File: config.mk
export PLATFORM = sky130hd
export DESIGN_NAME = dwconv1d_sched
export DESIGN_NICKNAME = d
export VERILOG_FILES = /design/src/rtl/dwconv1d_pkg.sv /design/src/rtl/dwconv1d_rr_arbiter.sv /design/src/rtl/dwconv1d_sched.sv
export SDC_FILE = /design/constraint.sdc
export NUM_CORES = 1
export LEC_CHECK = 0
export ABC_CLOCK_PERIOD_IN_PS = 5440
export CAP_MARGIN = 30
export CORE_AREA = 2 2 97 99
export DETAILED_ROUTE_END_ITERATION = 6
export DIE_AREA = 0 0 99 101
export GPL_ROUTABILITY_DRIVEN = 0
export PLACE_DENSITY_LB_ADDON = 0.25
export SYNTH_ARGS = -nofsm -noshare
export SYNTH_HDL_FRONTEND = slang
export SYNTH_SLANG_ARGS = --single-unit
File: constraint.sdc
create_clock -name clk -period 5.44 [get_ports clk]
set_input_delay 0.816 -clock clk [delete_from_list [all_inputs] [get_ports clk]]
set_output_delay 0.816 -clock clk [all_outputs]
set_load 0.02 [all_outputs]
File: src/rtl/dwconv1d_pkg.sv
// ----------------------------------------------------------------------------
// dwconv1d_pkg : shared types and constants for the dwconv1d job scheduler
// Rev 1.0
// ----------------------------------------------------------------------------
`default_nettype none

package dwconv1d_pkg;

  typedef enum logic [1:0] {
    IDLE  = 2'd0,
    START = 2'd1,
    WAIT  = 2'd2,
    RESP  = 2'd3
  } sched_state_e;

  localparam int NREQ_DEF           = 4;
  localparam int REQ_ID_W           = $clog2(NREQ_DEF);
  localparam int TILE_W_DEF         = 4;
  // C * LOUT * K for the nominal layer shape; benches use it as engine latency
  localparam int ENG_NOMINAL_CYCLES = 168;

endpackage

`default_nettype wire

File: src/rtl/dwconv1d_rr_arbiter.sv
// ----------------------------------------------------------------------------
// rr_arbiter : combinational round-robin pick, searching upward from ptr
// Rev 1.0
// ----------------------------------------------------------------------------
`default_nettype none

module rr_arbiter
  import dwconv1d_pkg::*;
#(
  parameter int NREQ = NREQ_DEF,
  parameter int ID_W = REQ_ID_W
) (
  input  logic [NREQ-1:0] req,
  input  logic [ID_W-1:0] ptr,
  output logic [NREQ-1:0] win_oh,
  output logic [ID_W-1:0] win_idx,
  output logic            any
);

  logic            w_found;
  logic [ID_W-1:0] w_j;

  always_comb begin
    win_oh  = '0;
    win_idx = '0;
    w_found = 1'b0;
    w_j     = '0;
    for (int k = 0; k < NREQ; k++) begin
      w_j = ID_W'((int'(ptr) + k) % NREQ);
      if (!w_found && req[w_j]) begin
        w_found     = 1'b1;
        win_oh[w_j] = 1'b1;
        win_idx     = w_j;
      end
    end
  end

  assign any = |req;

endmodule

`default_nettype wire

File: src/rtl/dwconv1d_sched.sv
// ----------------------------------------------------------------------------
// dwconv1d_sched : round-robin job scheduler sharing one dwconv1d engine
// Rev 1.0
// ----------------------------------------------------------------------------
`default_nettype none

module dwconv1d_sched
  import dwconv1d_pkg::*;
#(
  parameter int NREQ    = NREQ_DEF,
  parameter int TILE_W  = TILE_W_DEF,
  parameter int TIMEOUT = 512
) (
  input  logic                     clk,
  input  logic                     rst_n,
  input  logic [NREQ-1:0]          req,
  input  logic [NREQ*TILE_W-1:0]   req_tiles,
  output logic [NREQ-1:0]          gnt,
  output logic                     eng_start,
  output logic [TILE_W-1:0]        eng_tile,
  output logic [$clog2(NREQ)-1:0]  eng_owner,
  input  logic                     eng_done,
  output logic                     eng_abort,
  output logic                     resp_valid,
  output logic [$clog2(NREQ)-1:0]  resp_id,
  output logic                     resp_err,
  input  logic                     resp_ready
);

  localparam int c_id_w = $clog2(NREQ);
  localparam int c_wd_w = $clog2(TIMEOUT + 1);
  localparam logic [c_wd_w-1:0] c_wd_last = c_wd_w'(TIMEOUT - 1);
  localparam logic [c_id_w-1:0] c_id_last = c_id_w'(NREQ - 1);

  sched_state_e r_state, w_state;

  logic [c_id_w-1:0] r_rr_ptr, w_rr_ptr;
  logic [c_id_w-1:0] r_owner, w_owner;
  logic [TILE_W-1:0] r_tiles, w_tiles;
  logic [TILE_W-1:0] r_cur, w_cur;
  logic [c_wd_w-1:0] r_wdog, w_wdog;
  logic              r_err, w_err;
  logic [NREQ-1:0]   r_gnt, w_gnt;
  logic              r_eng_start, w_eng_start;
  logic [TILE_W-1:0] r_eng_tile, w_eng_tile;
  logic              r_eng_abort, w_eng_abort;
  logic              r_resp_valid, w_resp_valid;
  logic [c_id_w-1:0] r_resp_id, w_resp_id;
  logic              r_resp_err, w_resp_err;

  logic [NREQ-1:0]   w_win_oh;
  logic [c_id_w-1:0] w_win_idx;
  logic              w_any;
  logic [TILE_W-1:0] w_sel_tiles;

  rr_arbiter #(
    .NREQ (NREQ),
    .ID_W (c_id_w)
  ) u_arb (
    .req     (req),
    .ptr     (r_rr_ptr),
    .win_oh  (w_win_oh),
    .win_idx (w_win_idx),
    .any     (w_any)
  );

  always_comb begin
    w_sel_tiles = '0;
    for (int i = 0; i < NREQ; i++) begin
      if (w_win_oh[i]) w_sel_tiles = w_sel_tiles | req_tiles[i*TILE_W +: TILE_W];
    end
  end

  always_ff @(posedge clk or negedge rst_n) begin
    if (!rst_n) r_state <= IDLE;
    else        r_state <= w_state;
  end

  always_comb begin
    w_state      = r_state;
    w_rr_ptr     = r_rr_ptr;
    w_owner      = r_owner;
    w_tiles      = r_tiles;
    w_cur        = r_cur;
    w_wdog       = r_wdog;
    w_err        = r_err;
    w_gnt        = '0;
    w_eng_start  = 1'b0;
    w_eng_tile   = r_eng_tile;
    w_eng_abort  = 1'b0;
    w_resp_valid = r_resp_valid;
    w_resp_id    = r_resp_id;
    w_resp_err   = r_resp_err;

    case (r_state)
      IDLE: begin
        if (w_any) begin
          w_gnt   = w_win_oh;
          w_owner = w_win_idx;
          w_tiles = w_sel_tiles;
          w_cur   = '0;
          w_err   = 1'b0;
          w_state = (w_sel_tiles == '0) ? RESP : START;
        end
      end
      START: begin
        w_eng_start = 1'b1;
        w_eng_tile  = r_cur;
        w_wdog      = '0;
        w_state     = WAIT;
      end
      WAIT: begin
        w_wdog = r_wdog + c_wd_w'(1);
        if (eng_done) begin
          if (r_cur == r_tiles - TILE_W'(1)) begin
            w_err   = 1'b0;
            w_state = RESP;
          end else begin
            // Next tile is launched straight from here so start trails done by one cycle
            w_cur       = r_cur + TILE_W'(1);
            w_eng_start = 1'b1;
            w_eng_tile  = r_cur + TILE_W'(1);
            w_wdog      = '0;
          end
        end else if (r_wdog == c_wd_last) begin
          w_eng_abort = 1'b1;
          w_err       = 1'b1;
          w_state     = RESP;
        end
      end
      RESP: begin
        if (!r_resp_valid) begin
          w_resp_valid = 1'b1;
          w_resp_id    = r_owner;
          w_resp_err   = r_err;
        end else if (resp_ready) begin
          w_resp_valid = 1'b0;
          w_rr_ptr     = (r_owner == c_id_last) ? '0 : r_owner + c_id_w'(1);
          w_state      = IDLE;
        end
      end
      default: w_state = IDLE;
    endcase
  end

  always_ff @(posedge clk or negedge rst_n) begin
    if (!rst_n) begin
      r_rr_ptr     <= '0;
      r_owner      <= '0;
      r_tiles      <= '0;
      r_cur        <= '0;
      r_wdog       <= '0;
      r_err        <= 1'b0;
      r_gnt        <= '0;
      r_eng_start  <= 1'b0;
      r_eng_tile   <= '0;
      r_eng_abort  <= 1'b0;
      r_resp_valid <= 1'b0;
      r_resp_id    <= '0;
      r_resp_err   <= 1'b0;
    end else begin
      r_rr_ptr     <= w_rr_ptr;
      r_owner      <= w_owner;
      r_tiles      <= w_tiles;
      r_cur        <= w_cur;
      r_wdog       <= w_wdog;
      r_err        <= w_err;
      r_gnt        <= w_gnt;
      r_eng_start  <= w_eng_start;
      r_eng_tile   <= w_eng_tile;
      r_eng_abort  <= w_eng_abort;
      r_resp_valid <= w_resp_valid;
      r_resp_id    <= w_resp_id;
      r_resp_err   <= w_resp_err;
    end
  end

  assign gnt        = r_gnt;
  assign eng_start  = r_eng_start;
  assign eng_tile   = r_eng_tile;
  assign eng_owner  = r_owner;
  assign eng_abort  = r_eng_abort;
  assign resp_valid = r_resp_valid;
  assign resp_id    = r_resp_id;
  assign resp_err   = r_resp_err;

endmodule

`default_nettype wire

==> results.sh, run 1 <==
export IMPL_dieArea_um2=10000
export IMPL_dp_cells=415
export IMPL_final_setup_tns_ps=0
export IMPL_slew_headroom_pct=35.0
export IMPL_clk_pin_slew_ps=70
export IMPL_synth_top_cells_by_area="dfrtp_1 37%, ha_1 7.7%, nand2_1 4.9%"
export IMPL_cp_data_arrival_time_ps=3540
export IMPL_rr_endpoint="r_tiles[2]$_DFFE_PN0P_"
export IMPL_drv_slew=0
export IMPL_avgRoutedWirePerCell_um=14.3
export IMPL_final_cell_mix="39 x dfrtp_1, 38 x clkdlybuf4s50_1, 34 x nand2_1"
export IMPL_fin_crit_sh_pct=61.0
export IMPL_clock_sinks=39
export IMPL_cts_tree="done"
export IMPL_rsz0062_at_grt="no"
export IMPL_whs_endpoint="resp_id[0]$_DFFE_PN0P_"
export IMPL_cts_buffer_depth=2
export IMPL_cp_start_kind="flop"
export IMPL_fillerInstances=935
export IMPL_cts_max_level=2
export IMPL_power_density_nw_per_um2=527
export IMPL_grt_max_degree=40
export IMPL_die_h_um=101
export IMPL_synth_main_ff_cell="dfrtp_1"
export IMPL_place_ws_ps=1940
export IMPL_ys_ff_latch=39
export IMPL_drt_iter0_drc=135
export IMPL_coreArea_um2=8980
export IMPL_met2_usage_pct=21.4
export IMPL_cts_hold_fix_buffers=0
export IMPL_cap_violations=0
export IMPL_post_cts_resized=0
export IMPL_antenna_found_initial=0
export IMPL_top_usage_layer="met2"
export IMPL_portBuffers=39
export IMPL_die_w_um=99
export IMPL_hold_viol_final=0
export IMPL_post_dp_hpwl_mm=4.51
export IMPL_drc=0
export IMPL_area_growth_pct=21.5
export IMPL_grtUsageMet1_pct=16.2
export IMPL_synth_top_area_cell="dfrtp_1"
export IMPL_synth_cells=275
export IMPL_layout_min_cycle_time_ps=3320
export IMPL_avgSynthCellArea_um2=9.50
export IMPL_routed_wl_mm=6.05
export IMPL_grt_pass1_vias=2142
export IMPL_whs_ps=511
export IMPL_status="completed"
export IMPL_rr_startpoint="r_rr_ptr[0]$_DFFE_PN0P_"
export IMPL_drive_above_1_share_pct=9.97
export IMPL_cts_setup_buffers=0
export IMPL_viasPerCell=5.10
export IMPL_synth_edff_count=0
export IMPL_root_buffer="clkbuf_8"
export IMPL_grt_pass1_wl_mm=10.3
export IMPL_ys_types=52
export IMPL_ys_async_sr_fraction_pct=100
export IMPL_fmax_ghz=0.301
export IMPL_finClkSkew_ps=8.09
export IMPL_syn_area_um2=2610
export IMPL_critical_path_required_ps=5670
export IMPL_insertion_delay_ps=290
export IMPL_grt_ovfl_total=0
export IMPL_fp_row_count=35
export IMPL_yosys_warnings=0
export IMPL_synth_top_area_share_pct=37.4
export IMPL_hold_path_class="flop to flop"
export IMPL_fin_ws_ps=2120
export IMPL_tightest_slew_ps=964
export IMPL_grt_use_met3_pct=3.12
export IMPL_reg2regPathDepth=8
export IMPL_cts_inserted_buffers=5
export IMPL_ioPinCount=40
export IMPL_ant_nets=0
export IMPL_ys_seq_area_share_pct=37.4
export IMPL_final_common_cell="dfrtp_1"
export IMPL_finalSetupViolCount=0
export IMPL_diodes=0
export IMPL_p_total_uw=1670
export IMPL_hp_start="resp_id[0]$_DFFE_PN0P_"
export IMPL_first_pass_iters=7
export IMPL_vdd_drop_max_uv=181
export IMPL_holdPathStages=1
export IMPL_grt_usage_pct=12.6
export IMPL_crit_type="flop to flop"
export IMPL_cp_max_fo=18
export IMPL_start_util_pct=29.1
export IMPL_critical_path_endpoint_type="flop"
export IMPL_critPathLaunch="r_rr_ptr[0]$_DFFE_PN0P_"
export IMPL_finalNonFillerCells=422
export IMPL_power_leakage_uw=0.00137
export IMPL_fin_nets=351
export IMPL_postSynthNetCount=315
export IMPL_routed_via_count=2152
export IMPL_reg2reg_slack_ps=2120
stage by stage:
step | instance area [µm²] | utilization, %
6_report | 3170 | 35.3
5_1_grt | 3170 | 35.3
4_1_cts | 3170 | 35.3
3_5_place_dp | 3070 | 34.2
3_3_place_gp | 3070 | 34.2
2_1_floorplan | 2610 | -
synthesized netlist by cell type (4+ instances only):
cell / instances
mux2_2: 8
xnor2_1: 9
a21o_1: 5
nand2_1: 34
dfrtp_1: 39
nand2b_1: 7
o21ai_0: 11
nand4_1: 4
xor2_1: 5
nand3_1: 9
nor3_1: 5
nor2_1: 13
a21oi_1: 16
a22o_1: 8
clkbuf_1: 4
a22oi_1: 4
a222oi_1: 5
inv_1: 17
ha_1: 16
per-layer routing:
layer	up-vias	share of wire, %	wire length, µm
met3	6	4.1	251
met4	0	1.1	65
met5	-	0	0
met1	1032	46	2800
li1	1063	-	-
met2	51	48	2930
sequential cells by signal, summed over array words and instances, names as in the netlist, 2 cells and up:
register / count
r_wdog: 10
eng_tile: 4
gnt: 4
r_cur: 4
r_tiles: 4
eng_owner: 2
r_rr_ptr: 2
r_state: 2
resp_id: 2
cell type report:
cell class	instances	area, µm²	share of cell area [%]
sequential	39	976	30.8
timing repair buffer	39	385	12.1
tap	111	139	4.38
clock inverter	1	30.0	0.946
inverter	17	63.8	2.01
multi-input combinational	209	1510	47.5
clock buffer	6	72.6	2.29
worst max-delay path, stage by stage (launching register included):
cell      delay [ps]
dfrtp_1          720
inv_1            260
ha_1             430
inv_1             70
o41ai_2          890
a21oi_1          270
a21boi_0         290
a211o_1          170
mux2_2           150
how the worst max path moves through the flow:
stage | to | slack, ps | depth (start not counted)
after global placement | r_tiles[2]$_DFFE_PN0P_ | 1930 | 8
after global routing | r_tiles[2]$_DFFE_PN0P_ | 1810 | 8
final | r_tiles[2]$_DFFE_PN0P_ | 2120 | 8
after CTS | r_tiles[2]$_DFFE_PN0P_ | 2090 | 8
after detailed placement | r_state[1]$_DFFE_PN0P_ | 1940 | 8
after floorplan | r_state[1]$_DFFE_PN0P_ | 2670 | 9
where the power goes:
| group | switching, µW | total, µW | internal, µW | leakage [µW] |
|---|---|---|---|---|
| clock | 98.0 | 232 | 134 | 0.0000513 |
| combinational | 538 | 964 | 426 | 0.000808 |
| sequential | 94.9 | 477 | 382 | 0.000508 |
kinds of logic (layout without fill, tap and decap cells):
kind of cell / after synthesis / in the layout / synth area share, %
simple gates: 90 / 90 / 17.0
compound gates: 75 / 75 / 21.1
fa+ha+maj: 16 / 16 / 7.66
xor+xnor: 14 / 14 / 4.69
mux: 14 / 14 / 7.18
flops: 39 / 39 / 37.4
buf+inv: 27 / 63 / 4.98
Power figures use the tool's default switching activity.
==> run 2: changes to the inputs <==
- ABC_CLOCK_PERIOD_IN_PS: 5440 -> 3300
- clock period: 5.44 -> 3.3 ns (I/O delays scaled with it)
==> run 2 against run 1 <==
Net effect: sequential power grew 56%; first-iteration DRC count is 56% lower; clock skew increased by 1.8 ps; power up 72%; sequential share of layout area decreased by 0.64 points; non-clock buffer count increased by 5; register-to-register slack got worse by 1500 ps; cell count is 1.4% higher; design area rose by 2.1%; combinational power rose by 73%; wire length rose by 1.7%; critical path type is now primary input to flop.
==> results.sh, run 2 (synthesis gave the netlist of run 1 again) <==
export IMPL_fin_ws_ps=497
export IMPL_power_leakage_uw=0.00141
export IMPL_antenna_found_initial=0
export IMPL_largest_register_ff_count=10
export IMPL_utilization_pct=36.1
export IMPL_grt_pass1_vias=2157
export IMPL_final_setup_tns_ps=0
export IMPL_power_density_nw_per_um2=889
export IMPL_drc=0
export IMPL_cts_buffer_depth=2
export IMPL_clk_pin_slew_ps=80
export IMPL_fp_row_count=35
export IMPL_diodes=0
export IMPL_area_growth_pct=24.0
export IMPL_start_util_pct=29.1
export IMPL_die_w_um=99
export IMPL_grt_max_degree=40
export IMPL_rr_endpoint="r_tiles[2]$_DFFE_PN0P_"
export IMPL_grt_ovfl_total=0
export IMPL_vdd_drop_max_uv=302
export IMPL_drv_slew=0
export IMPL_ioPinCount=40
export IMPL_layout_min_cycle_time_ps=2800
export IMPL_cp_data_arrival_time_ps=2990
export IMPL_cts_max_level=2
export IMPL_grt_pass1_wl_mm=10.4
export IMPL_insertion_delay_ps=290
export IMPL_root_buffer="clkbuf_8"
export IMPL_routed_wl_mm=6.15
export IMPL_cp_max_fo=11
export IMPL_place_ws_ps=213
export IMPL_slew_headroom_pct=36.3
export IMPL_viasPerCell=5.22
export IMPL_fin_nets=356
export IMPL_cts_hold_fix_buffers=0
export IMPL_fin_crit_sh_pct=84.9
export IMPL_rr_startpoint="r_rr_ptr[0]$_DFFE_PN0P_"
export IMPL_critical_path_endpoint_type="flop"
export IMPL_grt_usage_pct=12.7
export IMPL_placed_area_um2=3110
export IMPL_post_dp_hpwl_mm=4.66
export IMPL_cts_setup_buffers=0
export IMPL_final_cell_mix="39 x dfrtp_1, 38 x clkdlybuf4s50_1, 34 x nand2_1"
export IMPL_status="completed"
export IMPL_crit_type="primary input to flop"
export IMPL_ant_nets=0
export IMPL_cts_tree="done"
export IMPL_stdcell_area_um2=3240
export IMPL_dieArea_um2=10000
export IMPL_drt_iter0_drc=60
export IMPL_cts_inserted_buffers=5
export IMPL_critical_path_required_ps=3490
export IMPL_portBuffers=39
export IMPL_first_pass_iters=5
export IMPL_coreArea_um2=8980
export IMPL_cap_violations=0
export IMPL_hold_viol_final=0
export IMPL_die_h_um=101
export IMPL_drive_above_1_share_pct=11.7
export IMPL_hold_path_class="primary input to asynchronous set/reset pin"
export IMPL_largest_register="r_wdog"
export IMPL_clock_sinks=39
export IMPL_fillerInstances=933
export IMPL_final_common_cell="dfrtp_1"
export IMPL_routed_via_count=2235
export IMPL_reg2reg_slack_ps=620
export IMPL_reg2regPathDepth=8
export IMPL_finalSetupViolCount=0
export IMPL_post_cts_resized=0
export IMPL_tightest_slew_ps=945
export IMPL_fmax_ghz=0.357
export IMPL_cp_start_kind="primary input"
export IMPL_finClkSkew_ps=9.89
export IMPL_avgRoutedWirePerCell_um=14.4
export IMPL_rsz0062_at_grt="no"
run 2: report_power, final:
part / switching [µW] / total [µW] / internal, µW
sequential: 112 / 742 / 630
combinational: 943 / 1670 / 725
clock: 167 / 470 / 302
total: 1220 / 2880 / 1660
run 2: per-stage QoR:
stage          total power, µW  hold WS (ps)  cells
6_report                  2880           311    428
5_1_grt                   3120           384    428
4_1_cts                   2910           347    428
3_5_place_dp              2430           500    420
3_3_place_gp              2410           494    420
2_1_floorplan             1940           199    275
run 2: worst max-delay path, cell delays in order:
cell             delay [ps]
clkdlybuf4s50_1         550
mux4_2                  670
nand2_2                 130
o21ai_2                  90
a21oi_1                 210
o22ai_1                 150
or4_4                   490
o41ai_2                 200
run 2: layout make-up:
type,instances,area (µm²),area share (%)
Tap cell,111,139,4.29
Multi-Input combinational cell,209,1510,46.5
Clock inverter,2,60.1,1.85
Clock buffer,6,72.6,2.24
Sequential cell,39,976,30.1
Timing Repair Buffer,44,423,13.1
Inverter,17,63.8,1.97
run 2: worst max-delay path by stage:
stage,cells after the start,from,end
3_3_place_gp,9,req[1],r_tiles[1]$_DFFE_PN0P_
2_1_floorplan,9,r_rr_ptr[0]$_DFFE_PN0P_,r_tiles[2]$_DFFE_PN0P_
6_report,8,req[1],r_state[1]$_DFFE_PN0P_
4_1_cts,8,req[1],r_state[1]$_DFFE_PN0P_
5_1_grt,8,req[1],r_state[1]$_DFFE_PN0P_
3_5_place_dp,8,req[1],r_state[1]$_DFFE_PN0P_
run 2: layer usage:
layer / global-route usage, % / share of wire, % / up-vias
met3: 2.91 / 4.2 / 12
met5: 0 / 0 / -
met4: 4.74 / 2.0 / 0
li1: - / - / 1070
met1: 16.3 / 46 / 1099
met2: 20.8 / 48 / 54
==> run 3: changes to the inputs <==
- ABC_CLOCK_PERIOD_IN_PS: 3300 -> 2550
- clock period: 3.3 -> 2.55 ns (I/O delays scaled with it)
==> run 3 against run 2 <==
Net effect: clock skew is 3.5 ps lower; via count grew 4.0%; first-iteration DRC count up 98%; count of clock-buffer cells in the layout stayed put.
==> results.sh, run 3 (synthesis gave the netlist of run 1 again) <==
export IMPL_die_h_um=101
export IMPL_whs_ps=65.7
export IMPL_fmax_ghz=0.401
export IMPL_routed_via_count=2324
export IMPL_cts_buffer_depth=2
export IMPL_finClkSkew_ps=6.36
export IMPL_routed_wl_mm=6.60
export IMPL_post_dp_hpwl_mm=5.05
export IMPL_drc=0
export IMPL_finalSetupViolCount=0
export IMPL_cts_hold_fix_buffers=0
export IMPL_grt_pass1_vias=2341
export IMPL_rsz0062_at_grt="yes"
export IMPL_place_ws_ps=-330
export IMPL_slew_headroom_pct=62.1
export IMPL_clock_sinks=39
export IMPL_cp_max_fo=14
export IMPL_power_leakage_uw=0.00166
export IMPL_cp_start_kind="flop"
export IMPL_status="completed"
export IMPL_drv_slew=0
export IMPL_grt_ovfl_total=0
export IMPL_cp_data_arrival_time_ps=2680
export IMPL_grt_usage_pct=13.8
export IMPL_critical_path_endpoint_type="flop"
export IMPL_final_cell_mix="41 x buf_4, 38 x dfrtp_1, 34 x nand2_1, 34 x clkdlybuf4s50_1"
export IMPL_area_growth_pct=39.3
export IMPL_finalNonFillerCells=468
export IMPL_portBuffers=39
export IMPL_dp_cells=453
export IMPL_diodes=0
export IMPL_cts_max_level=2
export IMPL_avgRoutedWirePerCell_um=14.1
export IMPL_layout_min_cycle_time_ps=2490
export IMPL_coreArea_um2=8980
export IMPL_grt_pass1_wl_mm=11.3
export IMPL_cts_tree="done"
export IMPL_antenna_found_initial=0
export IMPL_final_common_cell="buf_4"
export IMPL_clk_pin_slew_ps=80
export IMPL_viasPerCell=4.97
export IMPL_stdcell_area_um2=3640
export IMPL_ant_nets=0
export IMPL_largest_register_ff_count=10
export IMPL_cts_inserted_buffers=5
export IMPL_fin_crit_sh_pct=97.8
export IMPL_grt_max_degree=24
export IMPL_root_buffer="clkbuf_8"
export IMPL_cap_violations=0
export IMPL_fp_row_count=35
export IMPL_crit_type="flop to flop"
export IMPL_p_total_uw=4280
export IMPL_placed_area_um2=3360
export IMPL_fin_ws_ps=55.8
export IMPL_dieArea_um2=10000
export IMPL_drt_iter0_drc=119
export IMPL_largest_register="r_wdog"
export IMPL_critical_path_required_ps=2740
export IMPL_power_density_nw_per_um2=1180
export IMPL_insertion_delay_ps=290
export IMPL_die_w_um=99
export IMPL_start_util_pct=29.1
export IMPL_ioPinCount=40
export IMPL_hold_viol_final=0
export IMPL_fin_nets=396
export IMPL_drive_above_1_share_pct=23.5
export IMPL_tightest_slew_ps=567
export IMPL_hold_path_class="primary input to asynchronous set/reset pin"
export IMPL_first_pass_iters=4
export IMPL_vdd_drop_max_uv=447
[run 3: cell types whose count changed in the layout (fill, tap and decap cells not counted), moves of 2 or more]
cell / before / now
buf_4: 5 / 41
clkdlybuf4s50_1: 38 / 34
dlymetal6s2s_1: 0 / 3
buf_12: 0 / 2
inv_1: 17 / 15
inv_2: 0 / 2
[run 3: critical path, cell delays in order (launching register included)]
cell,delay [ps]
dfrtp_2,400
buf_12,150
mux4_2,570
nand2_1,110
o21ai_2,80
a21o_1,200
a222oi_1,350
nand4_1,190
o41ai_2,340
[run 3: area by class of cell]
| class | count | area, µm² |
|---|---|---|
| Clock buffer | 6 | 72.6 |
| Clock inverter | 2 | 60.1 |
| Fill cell | 874 | 5340 |
| Inverter | 17 | 63.8 |
| Multi-Input combinational cell | 210 | 1580 |
| Sequential cell | 39 | 977 |
| Tap cell | 111 | 139 |
| Timing Repair Buffer | 83 | 751 |
[run 3: power by group]
group	switching [µW]	internal, µW
logic	1350	1340
clock network	222	391
registers	154	817
total	1730	2550
[run 3: layer usage]
metal	wire length [µm]	part of all wire [%]	GRT usage (%)
met5	0	0	0
met1	3050	46	17.7
met4	88	1.3	3.48
met3	172	2.6	2.01
met2	3290	50	24.4
[run 3: path summary, 6_finish.rpt]
path                                    startpoint                     end  slack [ps]  cells past startpoint
max                        r_rr_ptr[0]$_DFFE_PN0P_  r_state[1]$_DFFE_PN0P_          60                      8
max reg2reg                r_rr_ptr[0]$_DFFE_PN0P_  r_state[1]$_DFFE_PN0P_          60                      8
min reg2reg                 resp_id[1]$_DFFE_PN0P_  resp_id[1]$_DFFE_PN0P_         520                      1
min                                          rst_n   r_wdog[5]$_DFFE_PN0P_          70                      1
max in group asynchronous                    rst_n  r_tiles[1]$_DFFE_PN0P_        1930                      2
min in group clk            resp_id[1]$_DFFE_PN0P_  resp_id[1]$_DFFE_PN0P_         520                      1
[run 3: stage by stage]
step / setup TNS, ps / util [%]
final: 0 / 40.5
after global routing: -94.3 / 40.5
after CTS: 0 / 39.6
after detailed placement: -1250 / 37.4
after global placement: -1070 / 37.4
after floorplan: 0 / -
[run 3: what timing repair did]
action,in CTS,in global routing
buffers inserted,1,5
resized for setup,5,12
pin swaps,1,5
gates cloned,1,0
setup endpoints to repair,2,4
